## src/rtl/framebuffer_pixel_writer_pkg.sv

```systemverilog
// framebuffer_pixel_writer_pkg: screen constants, RGB332 packing and master FSM states
package framebuffer_pixel_writer_pkg;
  localparam int CORDW = 10;
  localparam int SCREEN_WIDTH = 640;
  localparam int SCREEN_HEIGHT = 480;
  typedef enum logic {IDLE, WRITE} state_e;
  function automatic logic [7:0] pack_rgb332(input logic [7:0] r, input logic [7:0] g, input logic [7:0] b);
    return {r[7:5], g[7:5], b[7:6]};
  endfunction
endpackage

```

## src/rtl/framebuffer_pixel_writer_pixel_fifo.sv

```systemverilog
// pixel_fifo: synchronous FIFO of {addr, data}; push and pop may coincide, including when full
module pixel_fifo #(
  parameter int DEPTH = 16,
  parameter int W = 27
) (
  input  logic                     clk,
  input  logic                     reset_n,
  input  logic                     push,
  input  logic                     pop,
  input  logic [W-1:0]             wdata,
  output logic [W-1:0]             rdata,
  output logic                     full,
  output logic                     empty,
  output logic [$clog2(DEPTH):0]   level
);
  localparam int AW = $clog2(DEPTH);
  logic [W-1:0] mem_q [DEPTH];
  logic [AW:0] wr_ptr_q, wr_ptr_d, rd_ptr_q, rd_ptr_d;
  always_comb begin
    wr_ptr_d = wr_ptr_q + (AW+1)'(push);
    rd_ptr_d = rd_ptr_q + (AW+1)'(pop);
  end
  always_ff @(posedge clk or negedge reset_n) begin
    if (!reset_n) begin
      wr_ptr_q <= '0;
      rd_ptr_q <= '0;
    end else begin
      wr_ptr_q <= wr_ptr_d;
      rd_ptr_q <= rd_ptr_d;
    end
  end
  always_ff @(posedge clk) if (push) mem_q[wr_ptr_q[AW-1:0]] <= wdata;
  assign rdata = mem_q[rd_ptr_q[AW-1:0]];
  assign level = wr_ptr_q - rd_ptr_q;
  assign full  = level == (AW+1)'(DEPTH);
  assign empty = level == '0;
endmodule

```

## src/rtl/framebuffer_pixel_writer.sv

```systemverilog
// framebuffer_pixel_writer: filters and packs raymarcher pixels, queues them and
// writes them to the frame buffer as an Avalon-MM master
module framebuffer_pixel_writer
  import framebuffer_pixel_writer_pkg::*;
#(
  parameter int FIFO_DEPTH    = 16,
  parameter int ADDR_W        = 19,
  parameter int BASE_ADDR     = 0,
  parameter int SCREEN_WIDTH  = framebuffer_pixel_writer_pkg::SCREEN_WIDTH,
  parameter int SCREEN_HEIGHT = framebuffer_pixel_writer_pkg::SCREEN_HEIGHT
) (
  input  logic                          clk,
  input  logic                          reset_n,
  input  logic                          i_enable,
  input  logic                          i_valid,
  input  logic [CORDW-1:0]              i_pixel_x,
  input  logic [CORDW-1:0]              i_pixel_y,
  input  logic [7:0]                    i_red,
  input  logic [7:0]                    i_green,
  input  logic [7:0]                    i_blue,
  output logic [ADDR_W-1:0]             o_address,
  output logic                          o_write,
  output logic [7:0]                    o_writedata,
  input  logic                          i_waitrequest,
  output logic                          o_frame_done,
  output logic [15:0]                   o_overflow_count,
  output logic [$clog2(FIFO_DEPTH):0]   o_fifo_level
);
  localparam int DW = ADDR_W + 8;
  localparam logic [ADDR_W-1:0] LAST_ADDR =
    ADDR_W'(BASE_ADDR + (SCREEN_HEIGHT - 1) * SCREEN_WIDTH + SCREEN_WIDTH - 1);
  logic stage_valid_q, stage_valid_d, frame_done_q, frame_done_d;
  logic [ADDR_W-1:0] stage_addr_q, stage_addr_d, address_q, address_d;
  logic [7:0] stage_data_q, stage_data_d, writedata_q, writedata_d;
  logic [15:0] ovf_q, ovf_d;
  state_e state_q, state_d;
  logic push, pop, full, empty;
  logic [DW-1:0] fifo_rdata;
  logic [31:0] lin;
  always_comb begin
    // shift-add form of y*640 avoids a multiplier at the default resolution
    lin = (SCREEN_WIDTH == 640) ? (32'(i_pixel_y) << 9) + (32'(i_pixel_y) << 7) + 32'(i_pixel_x)
                                : 32'(i_pixel_y) * 32'(SCREEN_WIDTH) + 32'(i_pixel_x);
    stage_valid_d = i_valid && i_enable && 32'(i_pixel_x) < 32'(SCREEN_WIDTH)
                    && 32'(i_pixel_y) < 32'(SCREEN_HEIGHT);
    stage_addr_d  = ADDR_W'(32'(BASE_ADDR) + lin);
    stage_data_d  = pack_rgb332(i_red, i_green, i_blue);
    pop           = !empty && (state_q == IDLE || !i_waitrequest);
    push          = stage_valid_q && (!full || pop);
    ovf_d         = (stage_valid_q && full && !pop && ovf_q != 16'hFFFF) ? ovf_q + 16'd1 : ovf_q;
    state_d       = pop ? WRITE : (state_q == WRITE && !i_waitrequest) ? IDLE : state_q;
    address_d     = pop ? fifo_rdata[DW-1:8] : address_q;
    writedata_d   = pop ? fifo_rdata[7:0] : writedata_q;
    frame_done_d  = state_q == WRITE && !i_waitrequest && address_q == LAST_ADDR;
  end
  always_ff @(posedge clk or negedge reset_n) begin
    if (!reset_n) begin
      stage_valid_q <= 1'b0;
      stage_addr_q  <= '0;
      stage_data_q  <= '0;
      ovf_q         <= '0;
      state_q       <= IDLE;
      address_q     <= '0;
      writedata_q   <= '0;
      frame_done_q  <= 1'b0;
    end else begin
      stage_valid_q <= stage_valid_d;
      stage_addr_q  <= stage_addr_d;
      stage_data_q  <= stage_data_d;
      ovf_q         <= ovf_d;
      state_q       <= state_d;
      address_q     <= address_d;
      writedata_q   <= writedata_d;
      frame_done_q  <= frame_done_d;
    end
  end
  pixel_fifo #(.DEPTH(FIFO_DEPTH), .W(DW)) u_fifo (
    .clk(clk), .reset_n(reset_n), .push(push), .pop(pop),
    .wdata({stage_addr_q, stage_data_q}), .rdata(fifo_rdata),
    .full(full), .empty(empty), .level(o_fifo_level)
  );
  assign o_write          = state_q == WRITE;
  assign o_address        = address_q;
  assign o_writedata      = writedata_q;
  assign o_frame_done     = frame_done_q;
  assign o_overflow_count = ovf_q;
endmodule

```

## config.mk

```make
export PLATFORM = sky130hd
export DESIGN_NAME = framebuffer_pixel_writer
export DESIGN_NICKNAME = d
export VERILOG_FILES = /design/src/rtl/framebuffer_pixel_writer_pkg.sv /design/src/rtl/framebuffer_pixel_writer_pixel_fifo.sv /design/src/rtl/framebuffer_pixel_writer.sv
export SDC_FILE = /design/constraint.sdc
export NUM_CORES = 1
export LEC_CHECK = 0
export ABC_AREA = 1
export CAP_MARGIN = 40
export CORE_MARGIN = 2
export CORE_UTILIZATION = 63
export DETAILED_ROUTE_END_ITERATION = 7
export DONT_BUFFER_PORTS = 1
export HOLD_SLACK_MARGIN = 0.08
export PLACE_DENSITY = 0.79
export SLEW_MARGIN = 25
export SYNTH_ARGS = -nofsm -noshare
export SYNTH_HDL_FRONTEND = slang
export SYNTH_SLANG_ARGS = --single-unit
export TNS_END_PERCENT = 10
```

## constraint.sdc

```tcl
create_clock -name clk -period 4.9 [get_ports clk]
set_clock_uncertainty 0.1 [all_clocks]
set_input_delay 0.735 -clock clk [delete_from_list [all_inputs] [get_ports clk]]
set_output_delay 0.735 -clock clk [all_outputs]
set_load 0.03 [all_outputs]
```

==> results.md <==
- Starting Density: 63.83%
- P per Cell Area: between 500 and 600 mW/mm^2
- First-pass GRT wire length: 79.27 mm
- CTS Buffer Depth: 3
- # Max-Cap Violations: 0
- Final setup viols: 0
- Core area: about 0.035 mm^2
- Worst min-delay path startpoint: i_blue[6]
- Tmin final: 3362 ps
- Synth area leader: edfxtp_1
- Status: finished, final reports clean
- Post-DR wirelength/cell: 20.03 um
- Hold Path Cell Cnt: 0
- Share of cells above drive strength 1: 7.430%
- Fmax: just under 300 MHz
- Final Hold Viols: 0
- Hold path endpoint: stage_data_q[0]$_DFF_PN0_
- Sequential element share of the synthesized area: 68.26%
- Total gr overflow: 0
- Post-CTS setup repair buffer count: 0
- I/O Buffers: 0
- Mapped cell area: ~0.022 mm^2
- Final RePlAce weighted congestion: 0.8122
- Max-slew violations: 0
- Max rail drop VDD: 0.0004992 V
- # clock sinks: ~520
- Share of the synthesized area in the top cell type: 58.84%
- TritonCTS buffer count: just over 50
- Post-synthesis cell count: 2090
- Fillers: between 2000 and 2500
- Synth Warn #: 0
- Hpwl dp: 27.44 mm
- Number of nets with antenna violations after routing: 0
- Synth unique cells: 39
- Pre-antenna DRT Iters: 6
- Area grow syn2layout: 11.53%
- Initial antenna violation count: 1
- Vias in the first global route: 14700
- Row cnt: 68
- Clk pin slew, worst setup/hold paths: 60 ps
- FF-to-FF End: u_fifo.wr_ptr_q[4]$_DFF_PN0_
- Post-CTS resize count: 0
- Drc violations: 0
- Post-placement cell count: 2489
- Area contributors post-synth: edfxtp_1 59%, nand2_1 13%, dfrtp_1 9.4%, nand3_1 5.8%, inv_1 2.5%
- Util after Layout: 71.19%
- Worst-Margin Slew: 903.8 ps
- Required @ worst endpoint: 5280 ps
- Die X: 191.1 um
- Seq cells post-synth: 515
- # IOs: approximately 100
- Die area: 0.03651 mm^2
- Reg2Reg Launch Point: u_fifo.rd_ptr_q[0]$_DFF_PN0_
- TNS Setup: 0 ps
- Crit. End Element: flip-flop
- Die height: 191.1 um
- Skew-Pair Late Insertion Delay: just under 600 ps
- H-tree lvl count: 2
- # hold bufs at CTS: 8
- Worst setup SP type: flip-flop
- R2R Setup Slk: 1540 ps
- Routed WL: 52.00 mm
- CTS root buf: clkbuf_16
- Vias post-DR: around 15000
- Global Route Usage Sum: 28.81%
- Lkg Pwr: 10.13 nW
- Clock tree from TritonCTS: done
- DR iter-0 viols: 1563
- Mean Syn Cell Area: 10.55 um^2
- Crit path DAT: 3740 ps
- R2R cell count: 13
- Final period util: 68.61%
- Average vias per placed instance: 5.810
- Worst min-delay path class: primary input to flip-flop
- Unrepaired setup endpoints after global routing: false
- Final nets: about 2200
- Post-synthesis net count: 2170
- Finished Layout Cells: 2596
- WS Path Type: flip-flop to flip-flop
- Largest net degree at the start of global routing: 95
- Critical path fanouts, max: 23
- Rel. slew slack: 39.75%
==> sequential cells by signal, summed over array words and instances (netlist names) <==
register / count
o_frame_done: 1
stage_data_q: 8
o_writedata: 8
stage_addr_q: 19
u_fifo.mem_q: 432
o_address: 19
u_fifo.rd_ptr_q: 5
o_overflow_count: 16
o_write: 1
stage_valid_q: 1
u_fifo.wr_ptr_q: 5
==> through the flow <==
stage / hold slack (ps) / area, um^2 / total power [W] / setup slack, ps
floorplan: 339.4 / 22050 / 0.008779 / 649.1
global placement: 341.7 / 22540 / 0.009733 / 1622
detailed placement: 341.9 / 22620 / 0.009949 / 1549
CTS: 82.92 / 24510 / 0.01409 / 1528
global route: 81.16 / 24590 / 0.01482 / 1314
finish: 100.1 / 24590 / 0.01410 / 1538
==> where the power goes <==
part	leakage [nW]	internal, W	switching (W)	total, W
Sequential	4.90	0.00511	0.000552	0.00566
Combinational	4.36	0.00125	0.00307	0.00433
Clock	0.866	0.00252	0.00159	0.00412
==> cell type report <==
cell class	instances	area, um^2	area share (%)
antenna	1	2.502	0.01018
clock buffer	68	1433	5.826
clock inverter	25	361.6	1.471
inverter	151	571.8	2.325
multi-input combinational	1326	6035	24.54
sequential	515	15060	61.24
tap	455	569.3	2.315
timing repair buffer	55	559.3	2.274
==> routing by layer <==
| metal | track usage [%] | wire, um |
|---|---|---|
| met2 | 47.78 | 25520 |
| met5 | 0 | 0 |
| met3 | 5.379 | 4723 |
| met4 | 13.17 | 2227 |
| met1 | 37.23 | 19530 |
==> cell usage in the layout (no fill, tap or decap), types with 2 or more instances in the layout <==
master and n:
inv_1 146, clkinv_2 4, clkinvlp_4 3, fa_1 3, nor3_1 3, nand2_1 767
nor2_2 2, nor2_1 133, a21o_1 2, dlygate4sd3_1 9, clkbuf_8 5, xnor2_1 5
buf_16 5, a21oi_1 7, ha_1 28, bufinv_16 9, edfxtp_1 432, dfrtp_4 2
nand3_1 256, nand2_2 3, buf_4 38, dfrtp_1 80, o21ai_0 56, a21oi_2 2
clkinv_4 3, nor2_4 2, clkbuf_1 10, nor3_2 16, inv_2 3, nand4_1 12
xor2_1 17, clkinv_1 7, clkbuf_16 53
==> synth_stat cells, drive strengths merged <==
| library cell | n |
|---|---|
| xnor2 | 5 |
| clkbuf | 25 |
| nor2 | 138 |
| nor4 | 1 |
| nand4 | 12 |
| a31oi | 1 |
| ha | 28 |
| nand3b | 1 |
| dfrtp | 83 |
| a21oi | 9 |
| xor2 | 17 |
| nor3b | 1 |
| nor3 | 19 |
| nand2 | 771 |
| o21bai | 1 |
| fa | 3 |
| clkinv | 1 |
| and2 | 1 |
| buf | 73 |
| nand3 | 257 |
| a21o | 2 |
| o21ai | 57 |
| edfxtp | 432 |
| o21a | 1 |
| inv | 150 |
| and3 | 1 |
==> worst max-delay path, stage by stage, from the launching register on <==
cell	delay, ps
dfrtp_4	480
ha_1	230
fa_1	400
nand2_1	100
nand2_2	140
nor2_2	160
nand3_4	130
nor2_4	400
buf_4	390
nor2_1	80
ha_1	200
ha_1	210
nand2_1	90
xor2_1	160
==> cell families after synthesis <==
family          Yosys count  synth area share, %
compound gates           71                1.748
xor+xnor                 22               0.8739
fa+ha+maj                31                1.861
buf+inv                 249                4.738
flops                   515                68.26
simple gates           1202                22.52
==> worst max-delay path by stage <==
stage                                 start                            end
6_report       u_fifo.rd_ptr_q[0]$_DFF_PN0_   u_fifo.wr_ptr_q[4]$_DFF_PN0_
5_1_grt        u_fifo.wr_ptr_q[0]$_DFF_PN0_   u_fifo.wr_ptr_q[4]$_DFF_PN0_
2_1_floorplan  u_fifo.rd_ptr_q[1]$_DFF_PN0_  u_fifo.mem_q[10][0]$_DFFE_PP_
3_3_place_gp   u_fifo.rd_ptr_q[0]$_DFF_PN0_   u_fifo.wr_ptr_q[4]$_DFF_PN0_
4_1_cts        u_fifo.rd_ptr_q[0]$_DFF_PN0_   u_fifo.wr_ptr_q[4]$_DFF_PN0_
3_5_place_dp   u_fifo.rd_ptr_q[0]$_DFF_PN0_   u_fifo.wr_ptr_q[4]$_DFF_PN0_
(Power assumes the default switching activity.)
